### src/rtl/adder_tree_pipe_if.sv
`default_nettype none
// +--------------------------------------------------------------------------+
// | adder_tree_pipe_if : valid/ready handshake and data bundle for the       |
// | pipelined adder tree. Revision 1.0                                       |
// +--------------------------------------------------------------------------+
interface adder_tree_pipe_if #(
  parameter int NUM_INPUTS = 9,
  parameter int DATA_WIDTH = 64
);
  logic                             in_valid;
  logic                             in_ready;
  logic [NUM_INPUTS*DATA_WIDTH-1:0] din;
  logic [NUM_INPUTS-1:0]            in_mask;
  logic                             out_valid;
  logic                             out_ready;
  logic [DATA_WIDTH-1:0]            dout;
  logic                             ovf;

  modport master (
    output in_valid, din, in_mask, out_ready,
    input  in_ready, out_valid, dout, ovf
  );

  modport slave (
    input  in_valid, din, in_mask, out_ready,
    output in_ready, out_valid, dout, ovf
  );
endinterface
`default_nettype wire

### src/rtl/adder_tree_pipe.sv
`default_nettype none
// +--------------------------------------------------------------------------+
// | adder_tree_pipe : pipelined signed N-input adder tree, global stall,     |
// | per-lane mask, overflow flag. ADDER_TREE_SAT_EN selects saturating dout. |
// | Revision 1.0                                                             |
// +--------------------------------------------------------------------------+
module adder_tree_pipe #(
  parameter int NUM_INPUTS = 9,
  parameter int DATA_WIDTH = 64
) (
  input  logic              clk,
  input  logic              reset,
  adder_tree_pipe_if.slave  bus
);
  localparam int LEVELS = $clog2(NUM_INPUTS);
  localparam int W      = DATA_WIDTH + LEVELS;

  localparam logic [DATA_WIDTH-1:0] C_MAX = {1'b0, {(DATA_WIDTH-1){1'b1}}};
  localparam logic [DATA_WIDTH-1:0] C_MIN = {1'b1, {(DATA_WIDTH-1){1'b0}}};

  logic              advance;
  logic [LEVELS:0]   vld_q;
  logic [LEVELS:0]   vld_d;
  logic [DATA_WIDTH-1:0] dout_q, dout_d;
  logic              ovf_q, ovf_d;
  logic signed [W-1:0] sum;
  logic [LEVELS:0]   top;

  assign advance      = !vld_q[LEVELS] || bus.out_ready;
  assign bus.in_ready = advance;
  assign bus.out_valid = vld_q[LEVELS];
  assign bus.dout     = dout_q;
  assign bus.ovf      = ovf_q;

  // vld_d[i] is the valid bit entering register stage i; stage LEVELS is the output stage
  always_comb begin
    vld_d[0] = bus.in_valid;
    for (int i = 1; i <= LEVELS; i++) begin
      vld_d[i] = vld_q[i-1];
    end
  end

  always_ff @(posedge clk) begin
    if (reset) begin
      vld_q <= '0;
    end else if (advance) begin
      vld_q <= vld_d;
    end
  end

  for (genvar l = 0; l <= LEVELS; l++) begin : g_lvl
    localparam int CNT = (NUM_INPUTS + (1 << l) - 1) >> l;
    logic signed [W-1:0] node [CNT];

    if (l == 0) begin : g_entry
      for (genvar k = 0; k < CNT; k++) begin : g_lane
        logic signed [DATA_WIDTH-1:0] lane;
        assign lane    = bus.din[k*DATA_WIDTH +: DATA_WIDTH];
        assign node[k] = bus.in_mask[k] ? W'(lane) : '0;
      end
    end else begin : g_reduce
      localparam int PCNT = (NUM_INPUTS + (1 << (l - 1)) - 1) >> (l - 1);
      for (genvar k = 0; k < CNT; k++) begin : g_node
        if (2*k + 1 < PCNT) begin : g_pair
          always_ff @(posedge clk) begin
            if (advance) begin
              node[k] <= g_lvl[l-1].node[2*k] + g_lvl[l-1].node[2*k+1];
            end
          end
        end else begin : g_odd
          always_ff @(posedge clk) begin
            if (advance) begin
              node[k] <= g_lvl[l-1].node[2*k];
            end
          end
        end
      end
    end
  end

  assign sum = g_lvl[LEVELS].node[0];
  // the sum fits DATA_WIDTH exactly when all bits from the result sign bit upward agree
  assign top = sum[W-1:DATA_WIDTH-1];

  always_comb begin
    ovf_d = !((&top) || !(|top));
`ifdef ADDER_TREE_SAT_EN
    dout_d = ovf_d ? (sum[W-1] ? C_MIN : C_MAX) : sum[DATA_WIDTH-1:0];
`else
    dout_d = sum[DATA_WIDTH-1:0];
`endif
  end

  always_ff @(posedge clk) begin
    if (reset) begin
      dout_q <= '0;
      ovf_q  <= 1'b0;
    end else if (advance && vld_d[LEVELS]) begin
      dout_q <= dout_d;
      ovf_q  <= ovf_d;
    end
  end
endmodule
`default_nettype wire

### src/flat_wrapper.sv
// flat-port wrapper written by rule: the top's interface ports become plain ports
module adder_tree_pipe_flat 
#(
  parameter int NUM_INPUTS = 9,
  parameter int DATA_WIDTH = 64
)
  (clk, reset, bus_in_valid, bus_din, bus_in_mask, bus_out_ready, bus_in_ready, bus_out_valid, bus_dout, bus_ovf);
  adder_tree_pipe_if #(.NUM_INPUTS(NUM_INPUTS), .DATA_WIDTH(DATA_WIDTH)) bus_i ();
  input  logic clk;
  input  logic reset;
  input wire logic [$bits(bus_i.in_valid)-1:0] bus_in_valid;
  input wire logic [$bits(bus_i.din)-1:0] bus_din;
  input wire logic [$bits(bus_i.in_mask)-1:0] bus_in_mask;
  input wire logic [$bits(bus_i.out_ready)-1:0] bus_out_ready;
  output wire logic [$bits(bus_i.in_ready)-1:0] bus_in_ready;
  output wire logic [$bits(bus_i.out_valid)-1:0] bus_out_valid;
  output wire logic [$bits(bus_i.dout)-1:0] bus_dout;
  output wire logic [$bits(bus_i.ovf)-1:0] bus_ovf;
  assign bus_i.in_valid = bus_in_valid;
  assign bus_i.din = bus_din;
  assign bus_i.in_mask = bus_in_mask;
  assign bus_i.out_ready = bus_out_ready;
  assign bus_in_ready = bus_i.in_ready;
  assign bus_out_valid = bus_i.out_valid;
  assign bus_dout = bus_i.dout;
  assign bus_ovf = bus_i.ovf;
  adder_tree_pipe #(.NUM_INPUTS(NUM_INPUTS), .DATA_WIDTH(DATA_WIDTH)) u_core (.clk(clk), .reset(reset), .bus(bus_i));
endmodule
### config.mk
export PLATFORM = sky130hd
export DESIGN_NAME = adder_tree_pipe_flat
export DESIGN_NICKNAME = d
export VERILOG_FILES = /design/src/rtl/adder_tree_pipe_if.sv /design/src/rtl/adder_tree_pipe.sv /design/src/flat_wrapper.sv
export SDC_FILE = /design/constraint.sdc
export NUM_CORES = 2
export LEC_CHECK = 0
export CAP_MARGIN = 20
export CORE_ASPECT_RATIO = 0.5
export CORE_UTILIZATION = 64
export CTS_BUF_LIST = sky130_fd_sc_hd__clkbuf_8
export CTS_CLUSTER_DIAMETER = 60
export DETAILED_ROUTE_END_ITERATION = 10
export PLACE_DENSITY = 0.89
export SLEW_MARGIN = 20
export SYNTH_ARGS = -nofsm -noshare
export SYNTH_HDL_FRONTEND = slang
export SYNTH_SLANG_ARGS = --single-unit
### constraint.sdc
create_clock -name clk -period 70.3 [get_ports clk]
set_input_delay 14.06 -clock clk [delete_from_list [all_inputs] [get_ports clk]]
set_output_delay 14.06 -clock clk [all_outputs]
set_load 0.01 [all_outputs]
==> results.md <==
- Run status: finished with violations
- Failing checks: design-rule violations
- Cells after Synth: ~6,300
- Yosys reg bits: between 800 and 900
- Ports: 656
- Postcts setup bufs: 0
- Final worst-path cycle share: between 40% and 50%
- Number of synthesized flops with an enable pin: approximately 740
- Hold buffer count at cts: 0
- Initial antenna violation count: 9
- Setup violations, final: 0
- Register area: around 0.024 mm^2
- RSZ-0062 raised after global routing: false
- Die Area: 0.0938 mm^2
- Final Worst Setup Slack: around 40 ns
- Setup CP Type: in -> out
- Clk sinks: roughly 810
- Most frequent cells after synthesis: 736 x edfxtp_1, 704 x a21oi_1, 616 x and2_1
- Distinct cells, synth: a little over 100
- First drt pass iteration count: 11
- Via count: about 52,000
- Top cell type by total area after synthesis: edfxtp_1
- Worst EP required: about 56 ns
- YS warnings: 0
- Final Non-Filler Cells: 8,098
- # fillers: 6,192
- # rows: 78
- Startpoint Class: input port
- Top post-synthesis cells by area: edfxtp_1 37%, ha_1 11%, and2_1 6.5%
- Worst Max-Slew Pin Slew: ~1.2 ns
- Initial detailed-routing violation count: 6,308
- Layout Nets: approximately 7,900
- Cells along the critical path: clkdlybuf4s50_1, nor2b_1, inv_8, clkdlybuf4s50_1
- HPWL Detailed: about 140 mm
- Critical path fanouts, max: 140
- Prevailing post-synth register cell: edfxtp_1
- Core Util, Final: between 70% and 80%
- Final Skew: slightly above 0.09 ns
- CP max-delay cell: clkdlybuf4s50_1
- Mapped Area: ~0.059 mm^2
- Layout cell share with drive strength beyond 1: roughly 3.5%
- Global placement routability congestion: 1.09
- Mean Syn Cell Area: ~9.4 um^2
- Critical path's most frequent cell: clkdlybuf4s50_1
- Clock-pin slew on the worst setup and hold paths: around 0.08 ns
- Synth-to-layout area growth: 15.8%
- Post-Syn Nets: roughly 7,400
- Area of the multi-input gates: ~0.034 mm^2
- Clock Latency Late Sink: roughly 0.90 ns
- CTS tree: built
- Count leader, synth: edfxtp_1
- Die H: around 220 um
- Sequential cell area fraction in the yosys report: approximately two fifths
- Min Clock Period, post-route: approximately 30 ns
- Largest net degree at the start of global routing: 193
- Post-synth top area share: between 30% and 40%
- Worst vdd ir: 0.0324 mV
- H-Tree Depth: 3
- Rel. slew slack: 20.1%
- Clock tree buffer depth: 3
- DRC Markers: 2
- Routed Wire Length: roughly 180 mm
- Root buffer cell: clkbuf_8
- Fin. Hold Viols: 0
- Setup WS pre-CTS: between 40 and 50 ns
- Synth async-reset ratio: 0%
- Total CTS buffers: 111
- Antenna Nets Post-Route: 0
- Critical path's largest stage delay: approximately 0.63 ns
- Hold Crit Class: reg -> reg
- Number of instances in the placed design: approximately 7,900
- Post-CTS Resized: 0
- F_max: roughly 33 MHz
- Setup_tns: 0 ns
- Vias in the first global route: about 50,000
- GR Util All Layers: between 30% and 40%
- Avg WL per Cell: about 23 um
- Initial Utilization: 65.0%
- Critical Path AT: ~16 ns
- IO Port Bufs: between 600 and 700
- Cell area power density: approximately 32 mW/mm^2
- Maxcap violations: 0
- Via/cell ratio: 6.46
- Leakage: 29.1 nW
- Worst setup EP type: output port
- Core ar.: ~0.091 mm^2
- Gr ovfl total: 0
- Global-route wire length before repair: roughly 280 mm
- Pins Over Slew Limit: 0
- WHS: 0.401 ns
- Die width: 432 um
-- registers in the layout, summed over array words and instances, names as in the netlist --
register	count
u_core.g_lvl.node	736
u_core.bus.dout	64
u_core.vld_q	5
u_core.bus.ovf	1
-- power by group --
| part | total, mW | internal [mW] | switching, mW |
|---|---|---|---|
| clock | 0.370 | 0.168 | 0.202 |
| sequential | 0.799 | 0.700 | 0.0992 |
| combinational | 1.01 | 0.396 | 0.616 |
| total | 2.18 | 1.26 | 0.917 |
-- critical path: cells and delay by family --
kind                   cells  cell delay [ns]
buffers and inverters      3             1.47
AND/OR/NAND/NOR            1             0.54
-- logic make-up after synthesis --
family / Yosys count / share of synthesized area, %
and+or+nand+nor: 2051 / 17.8
AOI/OAI and AO/OA: 1939 / 21.0
DFF: 806 / 39.7
adders and majority gates: 532 / 11.3
xor gates and xnor gates: 487 / 7.20
buffers and inverters: 445 / 2.85
muxes: 7 / 0.123
-- per-stage QoR --
stage | power, mW | cell area, um^2
6_report | 2.18 | 68500
3_3_place_gp | 1.73 | 66300
3_5_place_dp | 1.76 | 66300
5_1_grt | 2.29 | 68500
4_1_cts | 2.14 | 68500
2_1_floorplan | 1.44 | 59200
-- layout by cell type (no fill, tap or decap), types with 39 or more instances in the layout --
| cell type | instances |
|---|---|
| a211oi_1 | 43 |
| a21o_1 | 317 |
| a21oi_1 | 704 |
| a31oi_1 | 77 |
| and2_1 | 615 |
| and3_1 | 62 |
| clkbuf_8 | 112 |
| clkdlybuf4s50_1 | 653 |
| dfxtp_1 | 70 |
| edfxtp_1 | 736 |
| ha_1 | 524 |
| inv_1 | 185 |
| nand2_1 | 566 |
| nand3_1 | 99 |
| nand4_1 | 140 |
| nor2_1 | 301 |
| nor2b_1 | 48 |
| nor3_1 | 84 |
| o21a_1 | 57 |
| o21ai_0 | 274 |
| o21ai_1 | 39 |
| o21bai_1 | 125 |
| xnor2_1 | 300 |
| xor2_1 | 187 |
-- worst paths after layout --
kind / slack (ns) / to / cells past startpoint / start
worst min register to register: 0.40 / u_core.g_lvl[3].node[0][81] / 0 / u_core.g_lvl[2].node[0][149]
worst min-delay path: 0.40 / u_core.g_lvl[3].node[0][81] / 0 / u_core.g_lvl[2].node[0][149]
worst max-delay path: 40.12 / bus_in_ready / 4 / bus_out_ready
worst max register to register: 65.41 / u_core.g_lvl[3].node[0][66] / 12 / u_core.g_lvl[2].node[0][68]
-- metal layers --
layer	vias up	GRT usage [%]	routed length (um)
li1	24100	-	-
met1	24700	50.7	74700
met2	3021	61.0	82800
met3	498	9.04	19300
met4	8	14.1	7360
met5	-	0	61
-- layout make-up --
class / count / share of cell area, %
Antenna cell: 3 / 0.0110
Clock buffer: 112 / 2.25
Clock inverter: 97 / 0.916
Inverter: 153 / 0.849
Multi-Input combinational cell: 5016 / 49.7
Sequential cell: 806 / 34.3
Tap cell: 1240 / 2.26
Timing Repair Buffer: 671 / 9.77
No activity file was read; power rests on OpenSTA's default activity.
